## config.mk

```make
export PLATFORM = sky130hd
export DESIGN_NAME = zion_basic_circuit_lib_clr_skid_buf
export DESIGN_NICKNAME = d
export VERILOG_FILES = /design/src/rtl/zion_basic_circuit_lib_pkg.sv /design/src/rtl/zion_basic_circuit_lib_clr_skid_buf.sv
export SDC_FILE = /design/constraint.sdc
export NUM_CORES = 1
export LEC_CHECK = 0
export CAP_MARGIN = 20
export CORE_AREA = 5 5 44 55
export DETAILED_ROUTE_END_ITERATION = 10
export DIE_AREA = 0 0 49 60
export HOLD_SLACK_MARGIN = 0.1
export PLACE_DENSITY = 0.78
export SLEW_MARGIN = 5
export SYNTH_ARGS = -nofsm -noshare
export SYNTH_HDL_FRONTEND = slang
export SYNTH_SLANG_ARGS = --single-unit
```

## constraint.sdc

```tcl
create_clock -name clk -period 3.72 [get_ports clk]
set_input_delay 0.558 -clock clk [delete_from_list [all_inputs] [get_ports clk]]
set_output_delay 0.558 -clock clk [all_outputs]
set_load 0.05 [all_outputs]
```

## src/rtl/zion_basic_circuit_lib_pkg.sv

```systemverilog
// Shared types for the basic circuit library's valid/ready handshake slices.
package zion_basic_circuit_lib_pkg;

    // Occupancy of a two-entry register slice.
    typedef enum logic [1:0] {
        StEmpty = 2'd0,
        StOne   = 2'd1,
        StFull  = 2'd2
    } skid_state_e;

endpackage

// Instantiates a clearable skid buffer with widths taken from the connected data signals.
`ifndef ZION_BASIC_CIRCUIT_LIB_CLR_SKID_BUF
`define ZION_BASIC_CIRCUIT_LIB_CLR_SKID_BUF(uname, clk_, rst_, clr_, ivld_, ordy_, idat_, ovld_, irdy_, odat_, ini_) \
    zion_basic_circuit_lib_clr_skid_buf #( \
        .WIDTH_IN  ($bits(idat_)), \
        .WIDTH_OUT ($bits(odat_)), \
        .INI_DATA  (ini_) \
    ) uname ( \
        .clk  (clk_), \
        .rst  (rst_), \
        .iClr (clr_), \
        .iVld (ivld_), \
        .oRdy (ordy_), \
        .iDat (idat_), \
        .oVld (ovld_), \
        .iRdy (irdy_), \
        .oDat (odat_) \
    );
`endif

```

## src/rtl/zion_basic_circuit_lib_clr_skid_buf.sv

```systemverilog
// Two-entry valid/ready register slice with synchronous clear. Both the forward
// (valid/data) and backward (ready) paths come straight from registers.
module zion_basic_circuit_lib_clr_skid_buf
    import zion_basic_circuit_lib_pkg::*;
#(
    parameter int unsigned          WIDTH_IN  = 8,
    parameter int unsigned          WIDTH_OUT = 8,
    parameter logic [WIDTH_OUT-1:0] INI_DATA  = '0
) (
    input  logic                 clk,
    input  logic                 rst,
    input  logic                 iClr,
    input  logic                 iVld,
    output logic                 oRdy,
    input  logic [WIDTH_IN-1:0]  iDat,
    output logic                 oVld,
    input  logic                 iRdy,
    output logic [WIDTH_OUT-1:0] oDat
);

    if (WIDTH_IN != WIDTH_OUT) begin : g_width_check
`ifdef CHECK_ERR_EXIT
        $fatal(1, "zion_basic_circuit_lib_clr_skid_buf: WIDTH_IN (%0d) != WIDTH_OUT (%0d)",
               WIDTH_IN, WIDTH_OUT);
`else
        $error("zion_basic_circuit_lib_clr_skid_buf: WIDTH_IN (%0d) != WIDTH_OUT (%0d)",
               WIDTH_IN, WIDTH_OUT);
`endif
    end

    skid_state_e         state_q, state_d;
    logic [WIDTH_IN-1:0] main_q, main_d;
    logic [WIDTH_IN-1:0] skid_q, skid_d;
    logic                accept;
    logic                xfer;

    // Handshake flags decode only the state register, so no input reaches them combinationally.
    always_comb begin
        oVld = (state_q != StEmpty);
        oRdy = (state_q != StFull);
        oDat = main_q;
    end

    // Next-state and data-path selection; clear overrides any handshake in the same cycle.
    always_comb begin
        state_d = state_q;
        main_d  = main_q;
        skid_d  = skid_q;
        accept  = iVld && oRdy;
        xfer    = oVld && iRdy;

        if (iClr) begin
            state_d = StEmpty;
            main_d  = INI_DATA;
            skid_d  = INI_DATA;
        end else begin
            unique case (state_q)
                StEmpty: begin
                    if (accept) begin
                        state_d = StOne;
                        main_d  = iDat;
                    end
                end
                StOne: begin
                    if (accept && xfer) begin
                        main_d = iDat;
                    end else if (accept) begin
                        state_d = StFull;
                        skid_d  = iDat;
                    end else if (xfer) begin
                        state_d = StEmpty;
                    end
                end
                StFull: begin
                    // oRdy is low here, so only the drain side can move.
                    if (xfer) begin
                        state_d = StOne;
                        main_d  = skid_q;
                    end
                end
                default: begin
                    state_d = StEmpty;
                end
            endcase
        end
    end

    // State and data registers with synchronous reset.
    always_ff @(posedge clk) begin
        if (rst) begin
            state_q <= StEmpty;
            main_q  <= INI_DATA;
            skid_q  <= INI_DATA;
        end else begin
            state_q <= state_d;
            main_q  <= main_d;
            skid_q  <= skid_d;
        end
    end

endmodule
```

==> metrics.log <==
INFO  metric final_cell_mix = 22 x sky130_fd_sc_hd__clkdlybuf4s50_1, 18 x sky130_fd_sc_hd__dfxtp_1, 16 x sky130_fd_sc_hd__mux2i_1, 9 x sky130_fd_sc_hd__a211oi_1
INFO  metric seq_power_share = about half
INFO  metric critPathLaunch = state_q[1]
INFO  metric leakagePower = 0.424 nW
INFO  metric sw_frac_of_total = 27.9%
INFO  metric worst_r2r_endpoint = oDat[0]
INFO  metric worst_pin_slew = slightly above 0.5 ns
INFO  metric cts.sink_count = 18
INFO  metric synth_adder_area_share = 0%
INFO  metric ys_ff_latch = 18
INFO  metric p_int = slightly below 0.0003 W
INFO  metric final-max-slew-violation-count = 0
INFO  metric clock.fmax = 381 MHz
INFO  metric synth_sequential_area_ratio = 41.8%
INFO  metric switching_power = ~0.00011 W
INFO  metric tns = 0 ns
INFO  metric detail_route.iter0.violations = 12
INFO  metric total_nets_final = about 110
INFO  metric worst-r2r-cell-count = 3
INFO  metric share_of_total_power_in_the_clock_network = between 30% and 40%
INFO  metric syn_area = ~860 µm²
INFO  metric cts_root_buf = sky130_fd_sc_hd__clkbuf_4
INFO  metric setup_violations = 0
INFO  metric worst-r2r-setup-slack = about 2.3 ns
INFO  metric area_of_the_core = approximately 1900 µm²
INFO  metric synth.area.mux_share = between 20% and 30%
INFO  metric slew_headroom = 66.5%
INFO  metric cts_tree = built
INFO  metric first_global_vias = around 700
INFO  metric power.density = 367 nW/µm²
INFO  metric crit_path_end = oRdy
INFO  metric groute.layer.met3.usage = under 10%
INFO  metric wl_per_cell = roughly 15 µm
INFO  metric worstSetupStartpointType = register
INFO  metric syn_nets = about 90
INFO  metric clock_tree.buffer_depth = 2
INFO  metric holdBufCountCts = 0
INFO  metric reg2reg_from = state_q[1]
INFO  metric grt_use_met2 = ~22%
INFO  metric via_count = ~670
INFO  metric die_h = about 60 µm
INFO  metric maxCapViolCount = 0
INFO  metric grt.met1_usage = between 10% and 20%
INFO  metric hold_start = skid_q[1]
INFO  metric route.antenna.remaining_nets = 0
INFO  metric tritoncts.num_buffers = 3
INFO  metric report.power.total = between 0.0004 and 0.0005 W
INFO  metric timing.clock.skew = 0.00265 ns
INFO  metric synthesis.yosys.warnings = 0
INFO  metric gp_routability_congestion = between 0.7 and 0.8
INFO  metric place.detailed.instances = 115
INFO  metric grt_antenna_before_repair = 0
INFO  metric clk_latency = around 0.3 ns
INFO  metric outcome = finished clean
INFO  metric grt_most_used_layer = met2
INFO  metric vdd.ir_drop.worst = roughly 240 µV
INFO  metric grt_max_degree = 19
INFO  metric initial_utilization = 45.6%
INFO  metric ios = 23
INFO  metric cts.htree.levels = 1
INFO  metric post_route_clock_period_utilization = between 70% and 80%
INFO  metric grtUsageTotal = approximately an eighth
INFO  metric syn_avg_cell_area = around 11 µm²
INFO  metric comb_power_share = 20.2%
INFO  metric layout-area-overhead-vs-synth = 28.9%
INFO  metric netlist_instances = 78
INFO  metric fin_cells = between 100 and 150
INFO  metric hold_class = reg -> reg
INFO  metric synth_top_area_share = between 40% and 50%
INFO  metric dpl.hpwl = ~1.2 mm
INFO  metric path_clk_slew = ~0.1 ns
INFO  metric timing.critical_path.required = roughly 3.2 ns
INFO  metric crit_path_max_fanout = 10
INFO  metric rsz_0062_raised_after_global_routing = no
INFO  metric buffer_ports.inserted = 22
INFO  metric timing_hold_violations_final = 0
INFO  metric drt-total-wl = between 1.5 and 2 mm
INFO  metric crit_type = reg -> out
INFO  metric layout-drive-gt1-share = 17.2%
INFO  metric grt_pass1_wl = 3.04 mm
INFO  metric site_rows = 18
INFO  metric vias_per_cell = 5.64
INFO  metric timing.critical_path.arrival = a little over 2 ns
INFO  metric endpoint_kind_of_the_worst_setup_timing_path = primary output
INFO  metric period_needed = 2.63 ns
INFO  metric most_common_library_cell_in_the_layout_ignoring_fill_and_taps = sky130_fd_sc_hd__clkdlybuf4s50_1
INFO  metric synth_top_cells_by_area = sky130_fd_sc_hd__dfxtp_1 42%, sky130_fd_sc_hd__mux2i_1 19%, sky130_fd_sc_hd__a211oi_2 12%
INFO  metric synth_cell_types = 21
INFO  metric filler_cell_count = approximately 170
INFO  metric drtPass1Iterations = 4
INFO  metric synth_top_cell_by_area = sky130_fd_sc_hd__dfxtp_1
INFO  metric post-cts-setup-buffer-count = 0
INFO  metric compound_gate_portion_of_the_synthesized_area = roughly 23%
INFO  metric die_w = about 49 µm
INFO  metric postCtsResizedCells = 0
INFO  metric antenna-diode-count = 0
INFO  metric xor_and_xnor_area_share_after_synthesis = 0%
INFO  metric drcViolationCount = 0
INFO  metric fp.dieArea = ~3000 µm²
INFO  metric grt-ovfl-total = 0
INFO  metric post_synthesis_share_of_cell_area_spent_on_and_or_nand_and_nor_gates = between 10 and 15%
INFO  metric largest_family_of_logic_cells_by_synthesized_area = compound AO/OA/AOI/OAI gates
how the worst min path moves through the flow:
stage | endpoint | slack (ns) | depth (start not counted)
2_1_floorplan | skid_q[0] | 0.46 | 2
3_3_place_gp | skid_q[6] | 0.47 | 2
3_5_place_dp | skid_q[1] | 0.49 | 2
4_1_cts | skid_q[1] | 0.51 | 2
5_1_grt | skid_q[5] | 0.54 | 2
6_report | skid_q[1] | 0.50 | 2
cells in the mapped netlist, drive strengths merged:
cell	instances
buf	4
nor2	8
and3b	1
nand2	2
a21oi	1
a211oi	17
a21o	2
mux2	1
dfxtp	18
and4bb	1
nand3b	1
or3b	1
mux2i	16
clkbuf	1
or2	2
clkinv	1
or2b	1
state kept, by name (all words and copies together), names as in the netlist:
name	flops
oDat	8
state_q	2
skid_q	8
area by class of cell:
type	count	area [µm²]	share of cell area (%)
timing repair buffer	22	220	19.8
inverter	1	3.75	0.338
sequential	18	360	32.4
clock buffer	4	36.3	3.27
multi-input combinational	54	465	41.9
tap	20	25.0	2.25
per-stage QoR:
stage	hold WS, ns	instance area (µm²)	util (%)	setup WS [ns]
global route	0.540	1110	58.7	1.01
CTS	0.513	1110	58.7	1.09
global placement	0.473	1070	56.8	1.46
detailed placement	0.487	1070	56.8	1.43
floorplan	0.460	862	-	2.29
finish	0.502	1110	58.7	1.09
kinds of logic (layout without fill, tap and decap cells):
logic type | count (synthesis) | count (layout)
compound gates | 20 | 20
mux | 17 | 17
buf+inv | 6 | 27
simple gates | 17 | 17
flops | 18 | 18
critical path, cell delays in order (launching register included):
cell	delay [ns]
sky130_fd_sc_hd__dfxtp_1	0.37
sky130_fd_sc_hd__or2b_1	0.50
sky130_fd_sc_hd__clkdlybuf4s50_1	0.90
layer usage:
metal	routed length, µm	part of all wire [%]	vias to the layer above
met1	788	45	318
met2	837	48	17
met3	69	4.0	5
met5	0	0	-
li1	-	-	331
met4	50	2.9	0
power groups by stage:
stage / clock [W] / combinational, W / sequential, W
final: 0.000123 / 0.0000824 / 0.000202
after CTS: 0.000124 / 0.0000830 / 0.000202
after floorplan: 0 / 0.0000376 / 0.000222
after global placement: 0 / 0.0000813 / 0.000206
after global routing: 0.000133 / 0.0000885 / 0.000203
after detailed placement: 0 / 0.0000822 / 0.000207
Note: power is estimated with default switching activity, not from simulation.
